## config.mk

```make
export PLATFORM = sky130hd
export DESIGN_NAME = matrix_scan_ctrl
export DESIGN_NICKNAME = d
export VERILOG_FILES = /design/src/rtl/led_matrix_pkg.sv /design/src/rtl/matrix_scan_ctrl_flex_counter.sv /design/src/rtl/matrix_scan_ctrl.sv
export SDC_FILE = /design/constraint.sdc
export NUM_CORES = 1
export LEC_CHECK = 0
export ABC_AREA = 1
export ABC_CLOCK_PERIOD_IN_PS = 4800
export CORE_UTILIZATION = 69
export CTS_CLUSTER_DIAMETER = 30
export DETAILED_ROUTE_END_ITERATION = 8
export DONT_BUFFER_PORTS = 1
export HOLD_SLACK_MARGIN = 0.05
export PLACE_DENSITY = 0.91
export RECOVER_POWER = 50
export SLEW_MARGIN = 40
export SYNTH_ARGS = -nofsm -noshare
export SYNTH_HDL_FRONTEND = slang
export SYNTH_HIERARCHICAL = 1
export SYNTH_SLANG_ARGS = --single-unit
export TNS_END_PERCENT = 100
```

## constraint.sdc

```tcl
create_clock -name clk -period 4.8 [get_ports clk]
set_clock_uncertainty 0.05 [all_clocks]
set_input_delay 0.96 -clock clk [delete_from_list [all_inputs] [get_ports clk]]
set_output_delay 0.96 -clock clk [all_outputs]
set_load 0.02 [all_outputs]
```

## src/rtl/led_matrix_pkg.sv

```systemverilog
// -----------------------------------------------------------------------------
// led_matrix_pkg
// Shared types and helpers for the LED matrix panel datapath.
//   scan_state_t : states of the row-scan controller
//   cnt_width()  : width of a counter that must hold 0..n-1 (never below 1 bit)
// -----------------------------------------------------------------------------
package led_matrix_pkg;

    typedef enum logic [2:0] {
        ST_IDLE     = 3'd0,
        ST_FETCH    = 3'd1,
        ST_LOAD     = 3'd2,
        ST_SHIFT_LO = 3'd3,
        ST_SHIFT_HI = 3'd4,
        ST_LATCH    = 3'd5,
        ST_DISPLAY  = 3'd6
    } scan_state_t;

    localparam int DEFAULT_NUM_ROWS = 16;
    localparam int DEFAULT_ROW_BITS = $clog2(DEFAULT_NUM_ROWS);

    // A terminal count of 0 (n == 1) still needs one storage bit.
    function automatic int cnt_width(input int n);
        return (n <= 1) ? 1 : $clog2(n);
    endfunction

endpackage

```

## src/rtl/matrix_scan_ctrl_flex_counter.sv

```systemverilog
// -----------------------------------------------------------------------------
// flex_counter
// Up-counter with synchronous clear and programmable rollover value.
//   clk, rst       : system clock, synchronous active-high reset
//   clear          : force count to 0 (wins over count_enable)
//   count_enable   : advance by one; wraps to 0 after rollover_val
//   rollover_val   : terminal count
//   count_out      : current count
//   rollover_flag  : high while count_out == rollover_val
// -----------------------------------------------------------------------------
module flex_counter #(
    parameter int WIDTH = 4
) (
    input  logic             clk,
    input  logic             rst,
    input  logic             clear,
    input  logic             count_enable,
    input  logic [WIDTH-1:0] rollover_val,
    output logic [WIDTH-1:0] count_out,
    output logic             rollover_flag
);

    logic [WIDTH-1:0] count_q;
    logic [WIDTH-1:0] count_d;

    always_comb begin
        count_d = count_q;
        if (clear) begin
            count_d = '0;
        end else if (count_enable) begin
            if (count_q == rollover_val) begin
                count_d = '0;
            end else begin
                count_d = count_q + WIDTH'(1);
            end
        end
    end

    always_ff @(posedge clk) begin
        if (rst) begin
            count_q <= '0;
        end else begin
            count_q <= count_d;
        end
    end

    assign count_out     = count_q;
    assign rollover_flag = (count_q == rollover_val);

endmodule

```

## src/rtl/matrix_scan_ctrl.sv

```systemverilog
// -----------------------------------------------------------------------------
// matrix_scan_ctrl
// Row-scan controller for the LED matrix panel. Fetches one row from the frame
// buffer, loads it into the column shifter, clocks it out bit by bit on
// panel_clk, latches it and lights the row for OE_CYCLES cycles.
//   clk, rst          : system clock, synchronous active-high reset
//   enable            : run the scan (checked in IDLE and at end of DISPLAY)
//   mem_rd_en/addr    : frame-buffer read strobe and row address
//   mem_rdata         : row data, valid the cycle after mem_rd_en
//   sr_load_enable    : column shifter parallel load
//   sr_shift_enable   : column shifter shift strobe
//   sr_parallel_in    : column shifter parallel data (mem_rdata passthrough)
//   panel_clk/lat/oe_n: panel column clock, latch strobe, active-low enable
//   panel_row         : displayed row address (changes only while blanked)
//   frame_done        : one-cycle pulse at the end of the last row's DISPLAY
// -----------------------------------------------------------------------------
module matrix_scan_ctrl
    import led_matrix_pkg::*;
#(
    parameter int NUM_COLS  = 64,
    parameter int NUM_ROWS  = DEFAULT_NUM_ROWS,
    parameter int ROW_BITS  = $clog2(NUM_ROWS),
    parameter int CLK_DIV   = 2,
    parameter int OE_CYCLES = 256
) (
    input  logic                clk,
    input  logic                rst,
    input  logic                enable,
    output logic                mem_rd_en,
    output logic [ROW_BITS-1:0] mem_addr,
    input  logic [NUM_COLS-1:0] mem_rdata,
    output logic                sr_load_enable,
    output logic                sr_shift_enable,
    output logic [NUM_COLS-1:0] sr_parallel_in,
    output logic                panel_clk,
    output logic                panel_lat,
    output logic                panel_oe_n,
    output logic [ROW_BITS-1:0] panel_row,
    output logic                frame_done
);

    localparam int DIV_W = cnt_width(CLK_DIV);
    localparam int BIT_W = cnt_width(NUM_COLS);
    localparam int OE_W  = cnt_width(OE_CYCLES);

    localparam logic [DIV_W-1:0]    DIV_LAST = DIV_W'(CLK_DIV - 1);
    localparam logic [BIT_W-1:0]    BIT_LAST = BIT_W'(NUM_COLS - 1);
    localparam logic [OE_W-1:0]     OE_LAST  = OE_W'(OE_CYCLES - 1);
    localparam logic [ROW_BITS-1:0] ROW_LAST = ROW_BITS'(NUM_ROWS - 1);

    scan_state_t         state_q, state_d;
    logic [ROW_BITS-1:0] row_cnt_q, row_cnt_d;
    logic [ROW_BITS-1:0] panel_row_q, panel_row_d;

    logic [DIV_W-1:0] div_cnt;
    logic [BIT_W-1:0] bit_cnt;
    logic [OE_W-1:0]  oe_cnt;
    logic             div_last, bit_last, oe_last;

    logic in_shift, in_load, in_display;

    assign in_shift   = (state_q == ST_SHIFT_LO) || (state_q == ST_SHIFT_HI);
    assign in_load    = (state_q == ST_LOAD);
    assign in_display = (state_q == ST_DISPLAY);

    // div_cnt wraps naturally at each half-period, so it needs no clear
    // between SHIFT_LO and SHIFT_HI; LOAD gives every row a clean start.
    flex_counter #(.WIDTH(DIV_W)) u_div_cnt (
        .clk           (clk),
        .rst           (rst),
        .clear         (in_load),
        .count_enable  (in_shift),
        .rollover_val  (DIV_LAST),
        .count_out     (div_cnt),
        .rollover_flag (div_last)
    );

    flex_counter #(.WIDTH(BIT_W)) u_bit_cnt (
        .clk           (clk),
        .rst           (rst),
        .clear         (in_load),
        .count_enable  ((state_q == ST_SHIFT_HI) && div_last),
        .rollover_val  (BIT_LAST),
        .count_out     (bit_cnt),
        .rollover_flag (bit_last)
    );

    flex_counter #(.WIDTH(OE_W)) u_oe_cnt (
        .clk           (clk),
        .rst           (rst),
        .clear         (!in_display),
        .count_enable  (in_display),
        .rollover_val  (OE_LAST),
        .count_out     (oe_cnt),
        .rollover_flag (oe_last)
    );

    // Raw counts are only consumed through the rollover flags; keep them as
    // named nets for waveform debug.
    logic unused_cnt_bits;
    assign unused_cnt_bits = ^{div_cnt, bit_cnt, oe_cnt};

    always_comb begin
        state_d         = state_q;
        row_cnt_d       = row_cnt_q;
        panel_row_d     = panel_row_q;
        mem_rd_en       = 1'b0;
        sr_load_enable  = 1'b0;
        sr_shift_enable = 1'b0;
        panel_clk       = 1'b0;
        panel_lat       = 1'b0;
        panel_oe_n      = 1'b1;
        frame_done      = 1'b0;

        case (state_q)
            ST_IDLE: begin
                if (enable) begin
                    state_d = ST_FETCH;
                end
            end
            ST_FETCH: begin
                mem_rd_en = 1'b1;
                state_d   = ST_LOAD;
            end
            ST_LOAD: begin
                sr_load_enable = 1'b1;
                state_d        = ST_SHIFT_LO;
            end
            ST_SHIFT_LO: begin
                if (div_last) begin
                    state_d = ST_SHIFT_HI;
                end
            end
            ST_SHIFT_HI: begin
                panel_clk = 1'b1;
                // Shift only after the panel has seen the rising edge, so the
                // next bit settles during the following low half-period.
                if (div_last) begin
                    sr_shift_enable = 1'b1;
                    state_d         = bit_last ? ST_LATCH : ST_SHIFT_LO;
                end
            end
            ST_LATCH: begin
                panel_lat   = 1'b1;
                panel_row_d = row_cnt_q;
                state_d     = ST_DISPLAY;
            end
            ST_DISPLAY: begin
                panel_oe_n = 1'b0;
                if (oe_last) begin
                    frame_done = (row_cnt_q == ROW_LAST);
                    row_cnt_d  = (row_cnt_q == ROW_LAST) ? '0
                                                         : row_cnt_q + ROW_BITS'(1);
                    state_d    = enable ? ST_FETCH : ST_IDLE;
                end
            end
            default: begin
                state_d = ST_IDLE;
            end
        endcase
    end

    always_ff @(posedge clk) begin
        if (rst) begin
            state_q     <= ST_IDLE;
            row_cnt_q   <= '0;
            panel_row_q <= '0;
        end else begin
            state_q     <= state_d;
            row_cnt_q   <= row_cnt_d;
            panel_row_q <= panel_row_d;
        end
    end

    assign mem_addr       = row_cnt_q;
    assign sr_parallel_in = mem_rdata;
    assign panel_row      = panel_row_q;

endmodule
```

-- After elaboration in Yosys (flattened, before gate mapping)
Index checks and enable logic that the tools add are counted.
- shifts and indexed selects: 0
- $lt $le $gt $ge: 0
- multipliers: 0
- multiplexer cells: 19
- add/sub/neg operators: 4
- eq/ne operators: 13
- bitwise operators: 1
- div/mod/pow operators: 0
- reductions and logical operators: 7
- operators by type and width (operator ; count):
    $pmux 3 s7 ; 1
    $mux 3 ; 5
    $mux 1 ; 11
    $eq 3x3->1 const B ; 3
    $add 8x1->8 const B ; 1
    $eq 8x8->1 const B ; 1
    $add 6x1->6 const B ; 1
    $eq 3x2->1 const B ; 2
    $eq 6x6->1 const B ; 1
    $mux 6 ; 1
    $add 4x1->4 const B ; 1
    $eq 4x4->1 const B ; 1
    $mux 4 ; 1
    $ne 2x1->1 const B ; 2
    $ne 2x2->1 const B ; 2
    $reduce_and 4->1 ; 1
    $eq 3x1->1 const B ; 1
    $logic_not 3->1 ; 1
    $reduce_or 3->1 ; 1
    $reduce_and 2->1 ; 1
    $reduce_or 2->1 ; 1
    $add 1x1->1 const B ; 1
    $logic_and 1x1->1 ; 1
    $logic_or 1x1->1 ; 1
    $not 1->1 ; 1
- memories: 0
- memory bits (read-only): 0
- bits in registers: 26
- output and inout bits: 79
- bits in writable memories: 0
- latch bits: 0
- logic and storage cells: 50

-- Depth between registers and ports, before layout
Gate-level depths: netlist of the first run.
- word-level depth: 4
- gate-level depth with buffers: 11
- gate-level depth less buffers: 11

-- Modules after synthesis
Netlist of the first run, hierarchy kept.
- modules (own cells, without submodules) (module ; times used ; seq. area each (um^2) ; area each (um^2) ; cells each):
    matrix_scan_ctrl ; 1 ; 220.2 ; 1089.8 ; 153
    flex_counter (u_oe_cnt) ; 1 ; 160.2 ; 600.6 ; 86
    flex_counter (u_bit_cnt) ; 1 ; 120.1 ; 394.1 ; 61
    flex_counter (u_div_cnt) ; 1 ; 20.0 ; 58.8 ; 9

-- Worst setup path before layout of the first run
No wires, ideal clock.
- path type: register -> output
- start: register u_oe_cnt.count_q[0], in the netlist u_oe_cnt/count_out[0]
- end: output port frame_done
- cell stages (with the launch flop): 7
- required time: 3790 ps
- arrival: 1534 ps
- slack: 2256 ps
- path through: dfxtp_1 > nand2_1 > nand2_1 > nand2_1 > nor4_1 > nand2_4 > nor2_1
- word-level cells in the longest chain between the ends: 3
- ends and longest elaborated chain (element ; line ; text):
    start, declared ; matrix_scan_ctrl_flex_counter.sv:23 ; logic [WIDTH-1:0] count_q;
    start signal, assigned ; matrix_scan_ctrl_flex_counter.sv:43 ; count_q <= count_d;
    $eq 8x8->1 ; matrix_scan_ctrl_flex_counter.sv:48 ; assign rollover_flag = (count_q == rollover_val);
    via oe_last ; matrix_scan_ctrl.sv:58 ; logic div_last, bit_last, oe_last;
    $mux 1 ; matrix_scan_ctrl.sv:150 ; if (oe_last) begin
    $mux 1 ; matrix_scan_ctrl.sv:115 ; case (state_q)
    end, declared ; matrix_scan_ctrl.sv:39 ; output logic frame_done
The timed path passes the listed nets, and every way through them passes these cells.

-- Worst setup path in the final report of the first run
- start: register state_q[2]
- end: output port frame_done
- word-level cells in the longest chain between the ends: 2
- ends and longest elaborated chain (element ; line ; text):
    start, declared ; matrix_scan_ctrl.sv:51 ; scan_state_t state_q, state_d;
    start signal, assigned ; matrix_scan_ctrl.sv:169 ; state_q <= state_d;
    $eq 3x3->1 ; -- ;
    via in_display ; matrix_scan_ctrl.sv:60 ; logic in_shift, in_load, in_display;
    $mux 1 ; matrix_scan_ctrl.sv:115 ;
The timed path passes the listed nets, and every way through them passes these cells.

==> results.toml, run 1 <==
[outcome]
status = "complete, but fails checks"
violations = "design-rule violations"

[placed_design]
placed_cell_area_um2 = 1780
io_buffers = 0
dp_hpwl_mm = 3.19
place_ws_ps = 2140
place_congestion = 0.864
placedCellCount = 299

[synthesis]
netlist-cell-type-count = 27
synth_warnings = 6
synth.avg_cell_area_um2 = 6.94
postSynthCellCount = 309
synth_largest_area_cell = "dfxtp_1"
ys_ff_latch = 26
ys_seq_area_frac = 0.243
synth.cell_area_um2 = 2140
synth_area_leaders = "dfxtp_1 24%, buf_4 22%, nand2_1 12%"
yosysTopAreaCellShare = 0.243

[route]
vias = 1523
drt_iter0_markers = 44
drc = 10
wl_mm = 3.98
final_antenna_net_count = 0
viasPerCell = 5.03
first_pass_iters = 6
wl_per_cell_um = 13.1

[timing]
fin_ws_ps = 1690
worstMarginPinSlew_ps = 863
fmax_mhz = 321
hold_viol = 0
slew_violations = 0
rsz0062_at_grt = "false"
relSlewSlack = 0.423
finalCritPeriodShare = 0.648
final.setup.tns_ps = 0
post-route-min-period_ps = 3110
setup_viol = 0

[layout]
stdcell_area_um2 = 1780
fill_cells = 258
final_common_cell = "nand2_1"
most-common-layout-cells = "68 x nand2_1, 36 x inv_1, 34 x nor2_1"
drive_above_1_share = 0.118
seq_area_um2 = 520
fin_util = 0.625
multi_input_area_um2 = 1040
instances_no_fill = 303
n_antenna_cell = 0
final_nets = 344
syn_to_final_growth_pct = -16.9

[min_path]
hold_class = "register to register"
holdPathStages = 2

[critical_path]
critPathMostFrequentCell = "nor2_1"
crit_fanout = 7
critPathArrivalTime_ps = 2100
path_buf_inv = 0
worstSetupPathType = "register to primary output"
required_ps = 3790
path_depth = 4
cpMaxStageDelayCell = "nor2_1"
path_cells = "nand2_2 > nor2_1 > nand2_4 > nor2_1"
end_kind = "primary output"
critical-path-max-stage-delay_ps = 660
reg2reg_depth = 10
crit_family = "simple AND/OR/NAND/NOR gates"
startpoint_type = "register"
rrSetupSlack_ps = 2610

[floorplan]
io_pins = 146
start_util = 0.751
fp.dieW_um = 57.7
die_h_um = 57.7
core_um2 = 2850
rows = 19
fp.dieArea_um2 = 3330

[global_route]
grt-ovfl-total = 0
antenna_found_initial = 0
track_usage = 0.242
grt_pass1_vias = 1382
grt_max_degree = 15
grt_first_pass_wirelength_mm = 6.12

[power]
power_switching_mw = 0.233
powerDensity_nw_per_um2 = 321
comb_power_share = 0.341
p_sw_frac = 0.406
leakage_nw = 0.927
ir_worst_vdd_mv = 0.290
p_clk_frac = 0.200
p_int_mw = 0.340
seqPwrFrac = 0.458

[clocking]
clk_latency_ps = 340
holdBufCountCts = 0
cts.path.max_buffers = 2
htree_num_levels = 1
clk_pin_slew_ps = 130
post-cts-setup-buffers = 0
cts_sinks = 26
ctsResizeCount = 0
cts_tree = "built"
cts_buffers = 3
cts.root.buffer_cell = "clkbuf_4"

[flow_run]
max-cap-violations = 0
worst min-delay path: cells and delay by family (launching register included):
| kind | cells | cell delay, ps |
|---|---|---|
| flip-flops | 1 | 340 |
| AND/OR/NAND/NOR | 2 | 150 |
routing by layer:
| layer | part of all wire | up-vias | wire, um | global-route usage |
|---|---|---|---|---|
| li1 | - | 773 | - | - |
| met1 | 0.37 | 652 | 1460 | 0.231 |
| met2 | 0.52 | 87 | 2080 | 0.470 |
| met3 | 0.092 | 11 | 364 | 0.0737 |
| met4 | 0.018 | 0 | 70 | 0.112 |
| met5 | 0 | - | 0 | 0 |
sequential cells by signal (all words and copies together), names as in the netlist:
register and count:
panel_row 4, mem_addr 4, u_oe_cnt/count_out 8, u_div_cnt/count_out 1, state_q 3, u_bit_cnt/count_out 6
synthesized netlist by cell type:
cell / count
a21oi_1: 9
buf_4: 64
buf_6: 1
conb_1: 1
dfxtp_1: 26
ha_1: 4
inv_1: 34
inv_2: 6
mux2i_1: 2
nand2_1: 67
nand2_2: 6
nand2_4: 4
nand3_1: 11
nand3_2: 1
nand3_4: 1
nand4_1: 3
nor2_1: 29
nor2_2: 11
nor2_4: 5
nor3_1: 2
nor3_4: 1
nor3b_2: 1
nor4_1: 1
o21ai_0: 3
o21ai_1: 2
xnor2_1: 6
xor2_1: 8
area by class of cell:
cell class / count / area share
multi-input combinational: 202 / 0.581
sequential: 26 / 0.292
inverter: 40 / 0.0843
tap: 31 / 0.0218
clock buffer: 4 / 0.0204
cells by family after synthesis:
kind of cell               after synthesis  share of synthesized area
other                                    1                    0.00175
adders and majority gates                4                     0.0234
AOI/OAI and AO/OA                       14                     0.0327
buffers and inverters                  105                      0.299
muxes                                    2                    0.00934
and+or+nand+nor                        143                      0.333
DFF                                     26                      0.243
xor gates and xnor gates                14                     0.0572
metrics by stage:
stage | total power, mW | hold slack (ps)
after floorplan | 0.509 | 405
after global placement | 0.455 | 420
after detailed placement | 0.462 | 437
after CTS | 0.576 | 462
after global routing | 0.607 | 485
final | 0.572 | 462
power groups by stage:
stage	logic (mW)	clock network (mW)	registers, mW
floorplan	0.246	0	0.263
global placement	0.187	0	0.268
detailed placement	0.193	0	0.268
CTS	0.196	0.117	0.264
global route	0.219	0.122	0.266
finish	0.195	0.115	0.262
worst paths after layout:
path,endpoint,from
max,frame_done,state_q[2]
min,u_div_cnt/count_out,u_div_cnt/count_out
max reg2reg,u_bit_cnt/count_out[5],u_div_cnt/count_out
min reg2reg,u_div_cnt/count_out,u_div_cnt/count_out
No activity file was read; power rests on OpenSTA's default activity.
==> run 2, diff against run 1 <==
--- a/config.mk
+++ b/config.mk
@@ -6,13 +6,13 @@
 export NUM_CORES = 1
 export LEC_CHECK = 0
 export ABC_AREA = 1
-export ABC_CLOCK_PERIOD_IN_PS = 4800
-export CORE_UTILIZATION = 69
+export ABC_CLOCK_PERIOD_IN_PS = 2840
+export CORE_UTILIZATION = 58
 export CTS_CLUSTER_DIAMETER = 30
 export DETAILED_ROUTE_END_ITERATION = 8
 export DONT_BUFFER_PORTS = 1
 export HOLD_SLACK_MARGIN = 0.05
-export PLACE_DENSITY = 0.91
+export PLACE_DENSITY = 0.82
 export RECOVER_POWER = 50
 export SLEW_MARGIN = 40
 export SYNTH_ARGS = -nofsm -noshare
==> constraint.sdc (replaced) <==
create_clock -name clk -period 2.84 [get_ports clk]
set_clock_uncertainty 0.05 [all_clocks]
set_input_delay 0.568 -clock clk [delete_from_list [all_inputs] [get_ports clk]]
set_output_delay 0.568 -clock clk [all_outputs]
set_load 0.02 [all_outputs]
==> run 2 against run 1 <==
Against the previous run: highest routed layer unchanged; critical path depth increased by 2; setup slack worse by 1500 ps; the flow now finishes without violations; critical path type unchanged; first-iteration DRC count is 4.5% higher; register-to-register slack worse by 1700 ps; cell area rose by 4.5%; core utilization is 8.4 points lower; cell count is 5.3% higher.
==> results.toml, run 2 (same netlist as run 1, synthesis figures left out) <==
[timing]
slew_violations = 0
fmax_mhz = 382
whs_ps = 295
finalCritPeriodShare = 0.921
setup_viol = 0
post-route-min-period_ps = 2620
worstMarginPinSlew_ps = 638
hold_viol = 0
relSlewSlack = 0.571
rsz0062_at_grt = "false"
final.setup.tns_ps = 0

[layout]
n_antenna_cell = 0
drive_above_1_share = 0.150
instances_no_fill = 319
syn_to_final_growth_pct = -13.1
largest_register_ffs = 8
most-common-layout-cells = "67 x nand2_1, 34 x inv_1, 29 x nor2_1"
final_common_cell = "nand2_1"
final_nets = 345

[clocking]
clk_latency_ps = 280
holdBufCountCts = 0
htree_num_levels = 1
ctsResizeCount = 0
cts.root.buffer_cell = "clkbuf_8"
cts_buffers = 3
clk_pin_slew_ps = 90
post-cts-setup-buffers = 0
cts_tree = "built"
cts.path.max_buffers = 2
cts_sinks = 26

[power]
leakage_nw = 0.937
powerDensity_nw_per_um2 = 545
ir_worst_vdd_mv = 0.493

[floorplan]
die_h_um = 62.8
start_util = 0.623
rows = 21
fp.dieArea_um2 = 3940
core_um2 = 3440
io_pins = 146
fp.dieW_um = 62.8

[route]
vias = 1470
viasPerCell = 4.61
drt_iter0_markers = 46
wl_per_cell_um = 10.9
first_pass_iters = 4
wl_mm = 3.49
final_antenna_net_count = 0
drc = 0

[min_path]
hold_class = "input pin to register"

[outcome]
status = "finished clean"

[global_route]
grt_first_pass_wirelength_mm = 6.05
track_usage = 0.194
grt_max_degree = 15
antenna_found_initial = 0
grt-ovfl-total = 0
grt_pass1_vias = 1447

[critical_path]
startpoint_type = "register"
required_ps = 2220
rrSetupSlack_ps = 900
end_kind = "primary output"
critPathArrivalTime_ps = 2000
worstSetupPathType = "register to primary output"
crit_fanout = 6

[placed_design]
placedCellCount = 315
io_buffers = 0
dp_hpwl_mm = 2.84
place_congestion = 0.786

[flow_run]
max-cap-violations = 0
run 2: cell types whose count changed in the layout (fill, tap and decap cells not counted):
cell	delta
nor2_1	-5
clkbuf_4	-3
clkbuf_8	+3
nor2_4	+3
inv_1	-2
inv_2	+2
nor2_2	+2
buf_4	+1
nand2_1	-1
nand2_4	+1
run 2: area by class of cell:
type | count | area [um^2]
flip-flops and latches | 26 | 520
fillers | 312 | 1580
clock buffers | 4 | 55.1
inverters | 40 | 150
well taps | 46 | 57.6
multi-input cells | 202 | 1070
repair buffers | 1 | 7.51
run 2: worst max-delay path, stage by stage, from the launching register on:
cell	delay, ps
dfxtp_1	420
nand2_1	70
nand2_1	70
nand2_1	70
nor4_1	590
nand2_4	160
nor2_1	340
run 2: path summary, 6_finish.rpt:
check,start,to,cells past startpoint
worst max-delay path,u_oe_cnt/count_out[0],frame_done,6
worst min-delay path,rst,mem_addr[1],1
worst max register to register,u_oe_cnt/count_out[0],state_q[2],9
worst min register to register,u_div_cnt/count_out,u_div_cnt/count_out,2
run 2: per-stage QoR:
stage	area, um^2	worst slack (ps)	power, mW	utilization
3_5_place_dp	1810	518	0.779	0.525
2_1_floorplan	2230	688	0.860	-
5_1_grt	1860	50.1	1.08	0.541
6_report	1860	223	1.01	0.541
4_1_cts	1860	206	1.02	0.541
3_3_place_gp	1810	565	0.771	0.525
run 2: report_power, final:
| group | switching, mW | internal (mW) |
|---|---|---|
| sequential | 0.0517 | 0.395 |
| clock | 0.117 | 0.124 |
| combinational | 0.222 | 0.104 |
run 2: routing by layer:
metal  vias up  global-route usage  part of all wire
met2        86               0.372              0.51
met1       597               0.180              0.38
met4         0              0.0988             0.023
met3        11              0.0602             0.088
li1        776                   -                 -
met5         -                   0                 0
==> run 3, diff against run 2 <==
--- a/config.mk
+++ b/config.mk
@@ -7,16 +7,15 @@
 export LEC_CHECK = 0
 export ABC_AREA = 1
 export ABC_CLOCK_PERIOD_IN_PS = 2840
-export CORE_UTILIZATION = 58
+export CORE_UTILIZATION = 50
 export CTS_CLUSTER_DIAMETER = 30
 export DETAILED_ROUTE_END_ITERATION = 8
 export DONT_BUFFER_PORTS = 1
 export HOLD_SLACK_MARGIN = 0.05
-export PLACE_DENSITY = 0.82
+export PLACE_DENSITY = 0.74
 export RECOVER_POWER = 50
 export SLEW_MARGIN = 40
 export SYNTH_ARGS = -nofsm -noshare
 export SYNTH_HDL_FRONTEND = slang
 export SYNTH_HIERARCHICAL = 1
 export SYNTH_SLANG_ARGS = --single-unit
-export TNS_END_PERCENT = 100
==> constraint.sdc (replaced) <==
create_clock -name clk -period 2.84 [get_ports clk]
set_clock_uncertainty 0.05 [all_clocks]
set_input_delay 0.71 -clock clk [delete_from_list [all_inputs] [get_ports clk]]
set_output_delay 0.71 -clock clk [all_outputs]
set_load 0.02 [all_outputs]
==> run 3 against run 2 <==
Against the previous run: setup slack gained 55 ps; clock power about the same; core utilization decreased by 8.0 points; register-to-register slack improved by 240 ps; first-iteration DRC count decreased by 48%; worst hold slack improved by 140 ps; die area up 15%; flip-flop and latch count is the same; cell area is 0.40% higher; highest routed layer unchanged; sequential power about the same; critical endpoint unchanged; total power shrank 0.80%.
==> results.toml, run 3 (same netlist as run 1, synthesis figures left out) <==
[critical_path]
worstSetupPathType = "register to primary output"
required_ps = 2080
crit_fanout = 6
critical-path-max-stage-delay_ps = 420
path_cells = "xnor2_1 > nand2_1 > nor4_1 > buf_4 > nand2_4 > nor2_1"
critPathArrivalTime_ps = 1800
end_kind = "primary output"
startpoint_type = "register"
cpMaxStageDelayCell = "dfxtp_1"

[placed_design]
io_buffers = 0
placedCellCount = 320
place_congestion = 0.808
dp_hpwl_mm = 2.90

[floorplan]
rows = 23
fp.dieW_um = 67.5
start_util = 0.528
die_h_um = 67.5
core_um2 = 4060
fp.dieArea_um2 = 4550
io_pins = 146

[timing]
finalCritPeriodShare = 0.902
final.setup.tns_ps = 0
fmax_mhz = 390
setup_viol = 0
rsz0062_at_grt = "false"
hold_viol = 0
post-route-min-period_ps = 2560
slew_violations = 0

[route]
first_pass_iters = 4
wl_per_cell_um = 10.9
final_antenna_net_count = 0
viasPerCell = 4.56
drc = 0
drt_iter0_markers = 24
wl_mm = 3.53
vias = 1479

[layout]
final_nets = 346
most-common-layout-cells = "67 x nand2_1, 36 x inv_1, 29 x nor2_1"
n_antenna_cell = 0
multi_input_area_um2 = 1070
instances_no_fill = 324
final_common_cell = "nand2_1"
fill_cells = 393
syn_to_final_growth_pct = -12.8
largest_register_ffs = 8
seq_area_um2 = 520
drive_above_1_share = 0.142

[global_route]
grt_pass1_vias = 1321
track_usage = 0.161
antenna_found_initial = 0
grt-ovfl-total = 0
grt_max_degree = 15
grt_first_pass_wirelength_mm = 5.55

[flow_run]
max-cap-violations = 0

[power]
comb_power_share = 0.322
p_int_mw = 0.622
powerDensity_nw_per_um2 = 538
p_sw_frac = 0.382
p_clk_frac = 0.238
power_switching_mw = 0.384
leakage_nw = 0.945
ir_worst_vdd_mv = 0.420
seqPwrFrac = 0.440

[clocking]
post-cts-setup-buffers = 0
cts.path.max_buffers = 2
cts.root.buffer_cell = "clkbuf_8"
holdBufCountCts = 0
cts_buffers = 3
clk_latency_ps = 270
clk_pin_slew_ps = 90
cts_tree = "built"
cts_sinks = 26
htree_num_levels = 1
ctsResizeCount = 0

[min_path]
hold_class = "register to register"

[outcome]
status = "finished clean"
==> run 3: cell count changes in the layout (fill, tap and decap cells not counted), sizes merged <==
cell,before,now
buf,1,2
==> run 3: final cells by class <==
| type | count | share of cell area |
|---|---|---|
| multi-input cells | 202 | 0.570 |
| flip-flops and latches | 26 | 0.278 |
| inverters | 40 | 0.0803 |
| well taps | 50 | 0.0335 |
| clock buffers | 4 | 0.0295 |
| repair buffers | 2 | 0.00803 |
==> run 3: per-stage QoR <==
| stage | hold slack, ps | total power [mW] | utilization | setup WS, ps | area (um^2) |
|---|---|---|---|---|---|
| 2_1_floorplan | 405 | 0.860 | - | 546 | 2230 |
| 3_3_place_gp | 413 | 0.774 | 0.448 | 567 | 1820 |
| 3_5_place_dp | 424 | 0.778 | 0.448 | 578 | 1820 |
| 4_1_cts | 434 | 1.02 | 0.462 | 253 | 1870 |
| 5_1_grt | 419 | 1.09 | 0.461 | 147 | 1870 |
| 6_report | 440 | 1.01 | 0.461 | 278 | 1870 |
==> run 3: critical path, delay by kind of cell (launching register included) <==
family / cells / cell delay [ps]
xor+xnor: 1 / 150
simple gates: 4 / 780
flops: 1 / 420
buf+inv: 1 / 180
==> run 3: worst paths after layout <==
kind,startpoint,to,slack [ps],cells past startpoint
worst max-delay path,u_oe_cnt/count_out[3],frame_done,280,6
worst min-delay path,u_div_cnt/count_out,u_div_cnt/count_out,440,2
worst min register to register,u_div_cnt/count_out,u_div_cnt/count_out,440,2
worst max register to register,u_oe_cnt/count_out[3],state_q[2],1140,9
==> run 3: power groups by stage <==
stage | sequential (mW) | clock (mW) | combinational (mW)
6_report | 0.443 | 0.240 | 0.324
2_1_floorplan | 0.445 | 0 | 0.416
5_1_grt | 0.448 | 0.263 | 0.377
3_5_place_dp | 0.453 | 0 | 0.325
3_3_place_gp | 0.453 | 0 | 0.321
4_1_cts | 0.446 | 0.248 | 0.327
==> run 3: routing by layer <==
metal / GRT usage / wire, um
met1: 0.178 / 1390
met2: 0.272 / 1750
met3: 0.0456 / 285
met4: 0.0957 / 100
met5: 0 / 0
